## src/rtl/bemf_sched.sv

```systemverilog
// bemf_sched - back-EMF measurement scheduler for four motor axes.
//
// Once per period the block walks the enabled axes from lowest to highest.
// For each axis it forces the winding into coast, waits for it to settle,
// asks the shared ADC engine for one conversion, and then hands the axis back
// to PWM drive before moving on to the next axis.
//
// Ports:
//   clk, reset_n   single clock; synchronous active-low reset
//   axis_enable    per-axis enable, latched into the round mask at the tick
//   period_ticks   round period minus one, in clk cycles
//   settle_ticks   coast settle time; coast lasts settle_ticks+1 cycles
//   adc_ack        conversion complete (only honoured while adc_req=1)
//   adc_data       conversion result, valid with adc_ack
//   axis_active    1 = axis driven by PWM, 0 = forced coast
//   axis_measure   1 while that axis's conversion is requested
//   adc_req        conversion request level
//   adc_chan       axis being converted, stable while adc_req=1
//   result_valid   one-cycle strobe for result_data/result_axis/result_err
//   result_data    captured sample (0 after a timeout), held between strobes
//   result_axis    axis of the current result, held between strobes
//   result_err     1 = conversion timed out, held between strobes
//   round_done     one-cycle strobe with the result of the last axis
//   overrun        one-cycle strobe when a tick arrives while busy
//   busy           round in progress
//   dbg_state      current scheduler state (IDLE/SETTLE/CONVERT/RESTORE)
//
// ADC handshake: adc_req is a level that rises when the scheduler enters
// CONVERT and stays high, with adc_chan stable, until the cycle in which
// adc_ack=1 is sampled or the timeout expires; the transfer completes on the
// first clock edge where adc_req=1 and adc_ack=1. adc_ack seen while adc_req=0
// is ignored.
//
// Every output is a flop: the next-state logic also computes the next value
// of each output, so outputs line up with the state they describe.

module bemf_sched #(
    parameter int AdcBits       = 10,
    parameter int TimeoutCycles = 256
) (
    input  logic               clk,
    input  logic               reset_n,
    input  logic [3:0]         axis_enable,
    input  logic [15:0]        period_ticks,
    input  logic [11:0]        settle_ticks,
    input  logic               adc_ack,
    input  logic [AdcBits-1:0] adc_data,
    output logic [3:0]         axis_active,
    output logic [3:0]         axis_measure,
    output logic               adc_req,
    output logic [1:0]         adc_chan,
    output logic               result_valid,
    output logic [AdcBits-1:0] result_data,
    output logic [1:0]         result_axis,
    output logic               result_err,
    output logic               round_done,
    output logic               overrun,
    output logic               busy,
    output logic [1:0]         dbg_state
);

    localparam int TW = (TimeoutCycles > 1) ? $clog2(TimeoutCycles) : 1;

    typedef enum logic [1:0] {
        IDLE    = 2'd0,
        SETTLE  = 2'd1,
        CONVERT = 2'd2,
        RESTORE = 2'd3
    } state_t;

    state_t        state, state_next;
    logic [1:0]    axis, axis_next;
    logic [3:0]    mask, mask_next;
    logic [11:0]   settle_cnt, settle_next;
    logic [TW-1:0] tmo_cnt, tmo_next;
    logic [15:0]   count, count_next;
    logic          tick, tick_next;

    logic [AdcBits-1:0] data_next;
    logic [1:0]         raxis_next;
    logic               err_next, rvalid_next, rdone_next;

    logic [3:0] active_d, measure_d;
    logic       req_d, busy_d, overrun_d;
    logic [1:0] chan_d;

    logic [2:0] lowest, above;
    logic       start_ok;

    // Returns {found, index} of the lowest set bit of m at or above 'from'.
    function automatic logic [2:0] find_axis(input logic [3:0] m, input logic [2:0] from);
        logic [2:0] r;
        r = 3'b000;
        for (int i = 3; i >= 0; i--) begin
            if (m[i] && (i >= int'(from))) begin
                r = {1'b1, 2'(i)};
            end
        end
        return r;
    endfunction

    // Period counter: tick in the cycle where count==period_ticks.
    // tick_next predicts the following cycle's tick so overrun can be a flop
    // that is high in the same cycle as the tick it reports.
    always_comb begin
        tick       = (count == period_ticks);
        count_next = tick ? 16'd0 : count + 16'd1;
        tick_next  = (count_next == period_ticks);
    end

    always_comb begin
        lowest   = find_axis(axis_enable, 3'd0);
        above    = find_axis(mask, {1'b0, axis} + 3'd1);
        start_ok = tick && lowest[2];
    end

    always_comb begin : next_state
        state_next  = state;
        axis_next   = axis;
        mask_next   = mask;
        settle_next = settle_cnt;
        tmo_next    = tmo_cnt;
        data_next   = result_data;
        raxis_next  = result_axis;
        err_next    = result_err;
        rvalid_next = 1'b0;
        rdone_next  = 1'b0;

        case (state)
            IDLE: begin
                if (start_ok) begin
                    state_next  = SETTLE;
                    mask_next   = axis_enable;
                    axis_next   = lowest[1:0];
                    settle_next = '0;
                end
            end
            SETTLE: begin
                if (settle_cnt == settle_ticks) begin
                    state_next = CONVERT;
                    tmo_next   = '0;
                end else begin
                    settle_next = settle_cnt + 12'd1;
                end
            end
            CONVERT: begin
                // An ack in the final timeout cycle still counts as a good sample.
                if (adc_ack) begin
                    state_next  = RESTORE;
                    data_next   = adc_data;
                    err_next    = 1'b0;
                    raxis_next  = axis;
                    rvalid_next = 1'b1;
                    rdone_next  = !above[2];
                end else if (tmo_cnt == TW'(TimeoutCycles - 1)) begin
                    state_next  = RESTORE;
                    data_next   = '0;
                    err_next    = 1'b1;
                    raxis_next  = axis;
                    rvalid_next = 1'b1;
                    rdone_next  = !above[2];
                end else begin
                    tmo_next = tmo_cnt + TW'(1);
                end
            end
            RESTORE: begin
                if (above[2]) begin
                    state_next  = SETTLE;
                    axis_next   = above[1:0];
                    settle_next = '0;
                end else if (start_ok) begin
                    // The last RESTORE is already not busy, so a tick landing
                    // here starts the next round instead of being lost.
                    state_next  = SETTLE;
                    mask_next   = axis_enable;
                    axis_next   = lowest[1:0];
                    settle_next = '0;
                end else begin
                    state_next = IDLE;
                end
            end
            default: state_next = IDLE;
        endcase
    end

    always_comb begin : next_outputs
        active_d  = 4'hF;
        measure_d = 4'h0;
        req_d     = 1'b0;
        chan_d    = adc_chan;
        if ((state_next == SETTLE) || (state_next == CONVERT)) begin
            active_d[axis_next] = 1'b0;
        end
        if (state_next == CONVERT) begin
            measure_d[axis_next] = 1'b1;
            req_d                = 1'b1;
            chan_d               = axis_next;
        end
        // The RESTORE of the last axis already reports not busy.
        busy_d    = (state_next == SETTLE) || (state_next == CONVERT) ||
                    ((state_next == RESTORE) && !rdone_next);
        overrun_d = tick_next && busy_d;
    end

    always_ff @(posedge clk) begin
        if (!reset_n) begin
            state        <= IDLE;
            axis         <= 2'd0;
            mask         <= 4'h0;
            settle_cnt   <= '0;
            tmo_cnt      <= '0;
            count        <= 16'd0;
            axis_active  <= 4'hF;
            axis_measure <= 4'h0;
            adc_req      <= 1'b0;
            adc_chan     <= 2'd0;
            result_valid <= 1'b0;
            result_data  <= '0;
            result_axis  <= 2'd0;
            result_err   <= 1'b0;
            round_done   <= 1'b0;
            overrun      <= 1'b0;
            busy         <= 1'b0;
        end else begin
            state        <= state_next;
            axis         <= axis_next;
            mask         <= mask_next;
            settle_cnt   <= settle_next;
            tmo_cnt      <= tmo_next;
            count        <= count_next;
            axis_active  <= active_d;
            axis_measure <= measure_d;
            adc_req      <= req_d;
            adc_chan     <= chan_d;
            result_valid <= rvalid_next;
            result_data  <= data_next;
            result_axis  <= raxis_next;
            result_err   <= err_next;
            round_done   <= rdone_next;
            overrun      <= overrun_d;
            busy         <= busy_d;
        end
    end

    assign dbg_state = state;

endmodule

```

## config.mk

```make
export PLATFORM = sky130hd
export DESIGN_NAME = bemf_sched
export DESIGN_NICKNAME = d
export VERILOG_FILES = /design/src/rtl/bemf_sched.sv
export SDC_FILE = /design/constraint.sdc
export NUM_CORES = 1
export LEC_CHECK = 0
export BUFFER_PORTS_ARGS = -buffer_cell sky130_fd_sc_hd__buf_2
export CORE_AREA = 3 3 121 65
export CTS_CLUSTER_DIAMETER = 60
export DETAILED_ROUTE_END_ITERATION = 8
export DIE_AREA = 0 0 124 68
export PLACE_DENSITY = 0.79
export SLEW_MARGIN = 20
export SYNTH_ARGS = -nofsm -noshare
export SYNTH_HDL_FRONTEND = slang
export SYNTH_SLANG_ARGS = --single-unit
export TNS_END_PERCENT = 10
```

## constraint.sdc

```tcl
create_clock -name clk -period 4.3 [get_ports clk]
set_input_delay 1.29 -clock clk [delete_from_list [all_inputs] [get_ports clk]]
set_output_delay 1.29 -clock clk [all_outputs]
set_load 0.05 [all_outputs]
```

==> impl_results.md <==
* Clock skew at 0.00591 ns
* Clk sinks at 71
* First-pass GRT wire length at 14500 um
* Nets at 561
* Leak pwr at 1.94 nW
* R2r worst-path depth at 12
* Detailed-route wire length per cell at 14.9 um
* Synth warn at 0
* Postcts setup bufs at 0
* Via-to-Cell Ratio at 5.73
* Max transition margin at 0.332
* Vias in the first global route at 3150
* Cts bufs inserted at 9
* Critical Path Sink Type: register
* Hold path startpoint: result_data[1]
* Average cell area after synthesis at 8.57 sq um
* Drt total wl at 8980 um
* RSZ-0062 raised after global routing: false
* Grt ovf at 0
* Final setup violation count at 0
* R2r endpoint: overrun
* Crit path time final at 3.47 ns
* Hold Path Depth at 2
* # H-tree levels at 3
* Arr. time, crit path at 3.70 ns
* Tightest Pin Transition at 1.00 ns
* Max IR drop VDD at 0.233 mV
* Seq/Total Area, Yosys at 0.379
* Net Count, Synth at 492
* Post-cts sizing count at 0
* Commonest non-fill, non-tap cells in the layout: buf_2 (74), dfxtp_1 (71), nor2_1 (58)
* DRC at 0
* RR Startpoint: dbg_state[0]
* DRT iter0 DRCs at 205
* Hold buffers post-CTS at 0
* First-pass iteration count of the detailed router at 5
* Largest net degree at the start of global routing at 32
* Initial Utilization at 0.558
* Syn-to-layout area delta at 19.4%
* Outcome: finished clean
* Placer Congestion at 0.907
* Mapped cell area at 3750 sq um
* Critical path required time at 4.52 ns
* Buffers added on ports at 74
* Antenna diodes at 0
* Chip width at 124 um
* FP Rows at 21
* Final Hold Vio Count at 0
* Fin cells at 604
* Core ar. at 6730 sq um
* HP Class: register to register
* Worst skew pair latency at 0.33 ns
* Clk buf depth at 2
* Die Y at 68 um
* Post-synth EDFFs at 0
* Detailed Place HPWL at 6650 um
* I/O pin cnt at 75
* Gr usage total at 0.220
* DIE AREA at 8430 sq um
* Antenna viol nets, final at 0
* Worst reg-to-reg setup slack at 1.43 ns
* DP Cell Count at 588
* Filler instances at 601
* Share of cells above drive strength 1 at 0.199
* Worst-path clk slew at 0.05 ns
* Initial antenna violation count at 0
* Clk root buf: clkbuf_16
* Top_reg_cell synth: dfxtp_1
* Cells after Synth at 438
* Final period util at 0.807
* Power Dens Cells at 335 nW/um^2
* Synth Register Bits at 71
* Fmax at 0.288 GHz
* Commonest non-fill, non-tap cell in the layout: buf_2
* Hold EP: result_data[1]
* Largest fanout on the critical path at 6
* Final Slew Violations at 0
* Setup TNS at 0 ns
* Max-cap violations at 0
* Critical path class: input pin to register
* Vias at 3461
* Netlist cell types at 56
* FFs w/ async S/R, synth at 0
* Startpoint types: input pin
* TritonCTS clock tree: done
==> flip-flops by register name (all words and copies together) (netlist names) <==
| signal | flops |
|---|---|
| result_valid | 1 |
| count | 16 |
| result_data | 10 |
| result_axis | 2 |
| round_done | 1 |
| axis_active | 4 |
| tmo_cnt | 8 |
| busy | 1 |
| axis_measure | 4 |
| settle_cnt | 12 |
| overrun | 1 |
| mask | 3 |
| result_err | 1 |
| adc_chan | 2 |
| axis | 2 |
| adc_req | 1 |
| dbg_state | 2 |
==> area by class of cell <==
class	count	area [sq um]	share of cell area
multi-input cells	334	2200	0.492
flip-flops and latches	71	1420	0.317
repair buffers	78	400	0.0893
clock buffers	13	250	0.0558
well taps	92	115	0.0257
inverters	13	48.8	0.0109
clock inverters	3	42.5	0.00949
==> per-layer routing <==
layer | GRT usage | wire length, um
met2 | 0.373 | 4250
met5 | 0 | 0
met1 | 0.278 | 4100
met3 | 0.0677 | 599
met4 | 0.0491 | 29
==> cells by family after synthesis <==
| group | Yosys count | share of synthesized area |
|---|---|---|
| AO/OA/AOI/OAI | 88 | 0.157 |
| buffers and inverters | 33 | 0.0347 |
| multiplexers | 7 | 0.0190 |
| XOR/XNOR | 53 | 0.131 |
| adder cells (fa/ha/maj) | 9 | 0.0300 |
| flip-flops | 71 | 0.379 |
| AND/OR/NAND/NOR | 177 | 0.250 |
==> how the worst max path moves through the flow <==
stage / start / endpoint / slack (ns) / cells after the start
CTS: axis_enable[1] / overrun / 0.87 / 12
global route: settle_ticks[1] / overrun / 0.49 / 13
global placement: axis_enable[0] / overrun / 0.68 / 12
detailed placement: axis_enable[0] / overrun / 0.53 / 12
finish: axis_enable[0] / overrun / 0.83 / 12
floorplan: period_ticks[12] / overrun / 0.89 / 13
==> worst max-delay path, stage by stage <==
cell and delay [ns]:
buf_2 0.10, or2_1 0.26, or3_1 0.36, a21oi_1 0.20
o21ai_1 0.10, a21oi_1 0.25, inv_1 0.07, ha_1 0.36
o21ai_0 0.10, nor2_1 0.18, nand4_1 0.11, nor4_1 0.30
==> where the power goes <==
part	switching, W	internal (W)
combinational	0.0000585	0.0000423
clock	0.000265	0.000464
sequential	0.00000686	0.000663
==> synth_stat cells, drive strengths merged, types with 3 or more instances <==
library cell,n,area share
a31oi,6,0.010
nor2,58,0.058
xnor2,6,0.014
and3,10,0.017
nor4,10,0.026
a22oi,12,0.024
inv,13,0.013
nor3,13,0.017
ha,9,0.030
nand4,15,0.027
o221ai,3,0.0070
a211oi,7,0.015
clkbuf,15,0.015
mux2i,6,0.016
nand2,27,0.027
dfxtp,71,0.38
buf,5,0.0067
nand3,14,0.019
nand2b,5,0.0083
xor2,45,0.10
and4,6,0.014
o21ai,16,0.021
a21o,3,0.0060
a21oi,22,0.029
and2,5,0.0083
o22ai,3,0.0050
==> stage by stage <==
| step | hold slack, ns | total power (W) | setup WS (ns) | area, sq um | util |
|---|---|---|---|---|---|
| global route | 0.522 | 0.00154 | 0.487 | 4480 | 0.666 |
| detailed placement | 0.484 | 0.000784 | 0.525 | 4190 | 0.623 |
| floorplan | 0.458 | 0.000741 | 0.890 | 3750 | - |
| global placement | 0.471 | 0.000782 | 0.679 | 4190 | 0.623 |
| finish | 0.488 | 0.00150 | 0.828 | 4480 | 0.666 |
| CTS | 0.497 | 0.00151 | 0.868 | 4480 | 0.666 |
No activity file was read; power rests on OpenSTA's default activity.
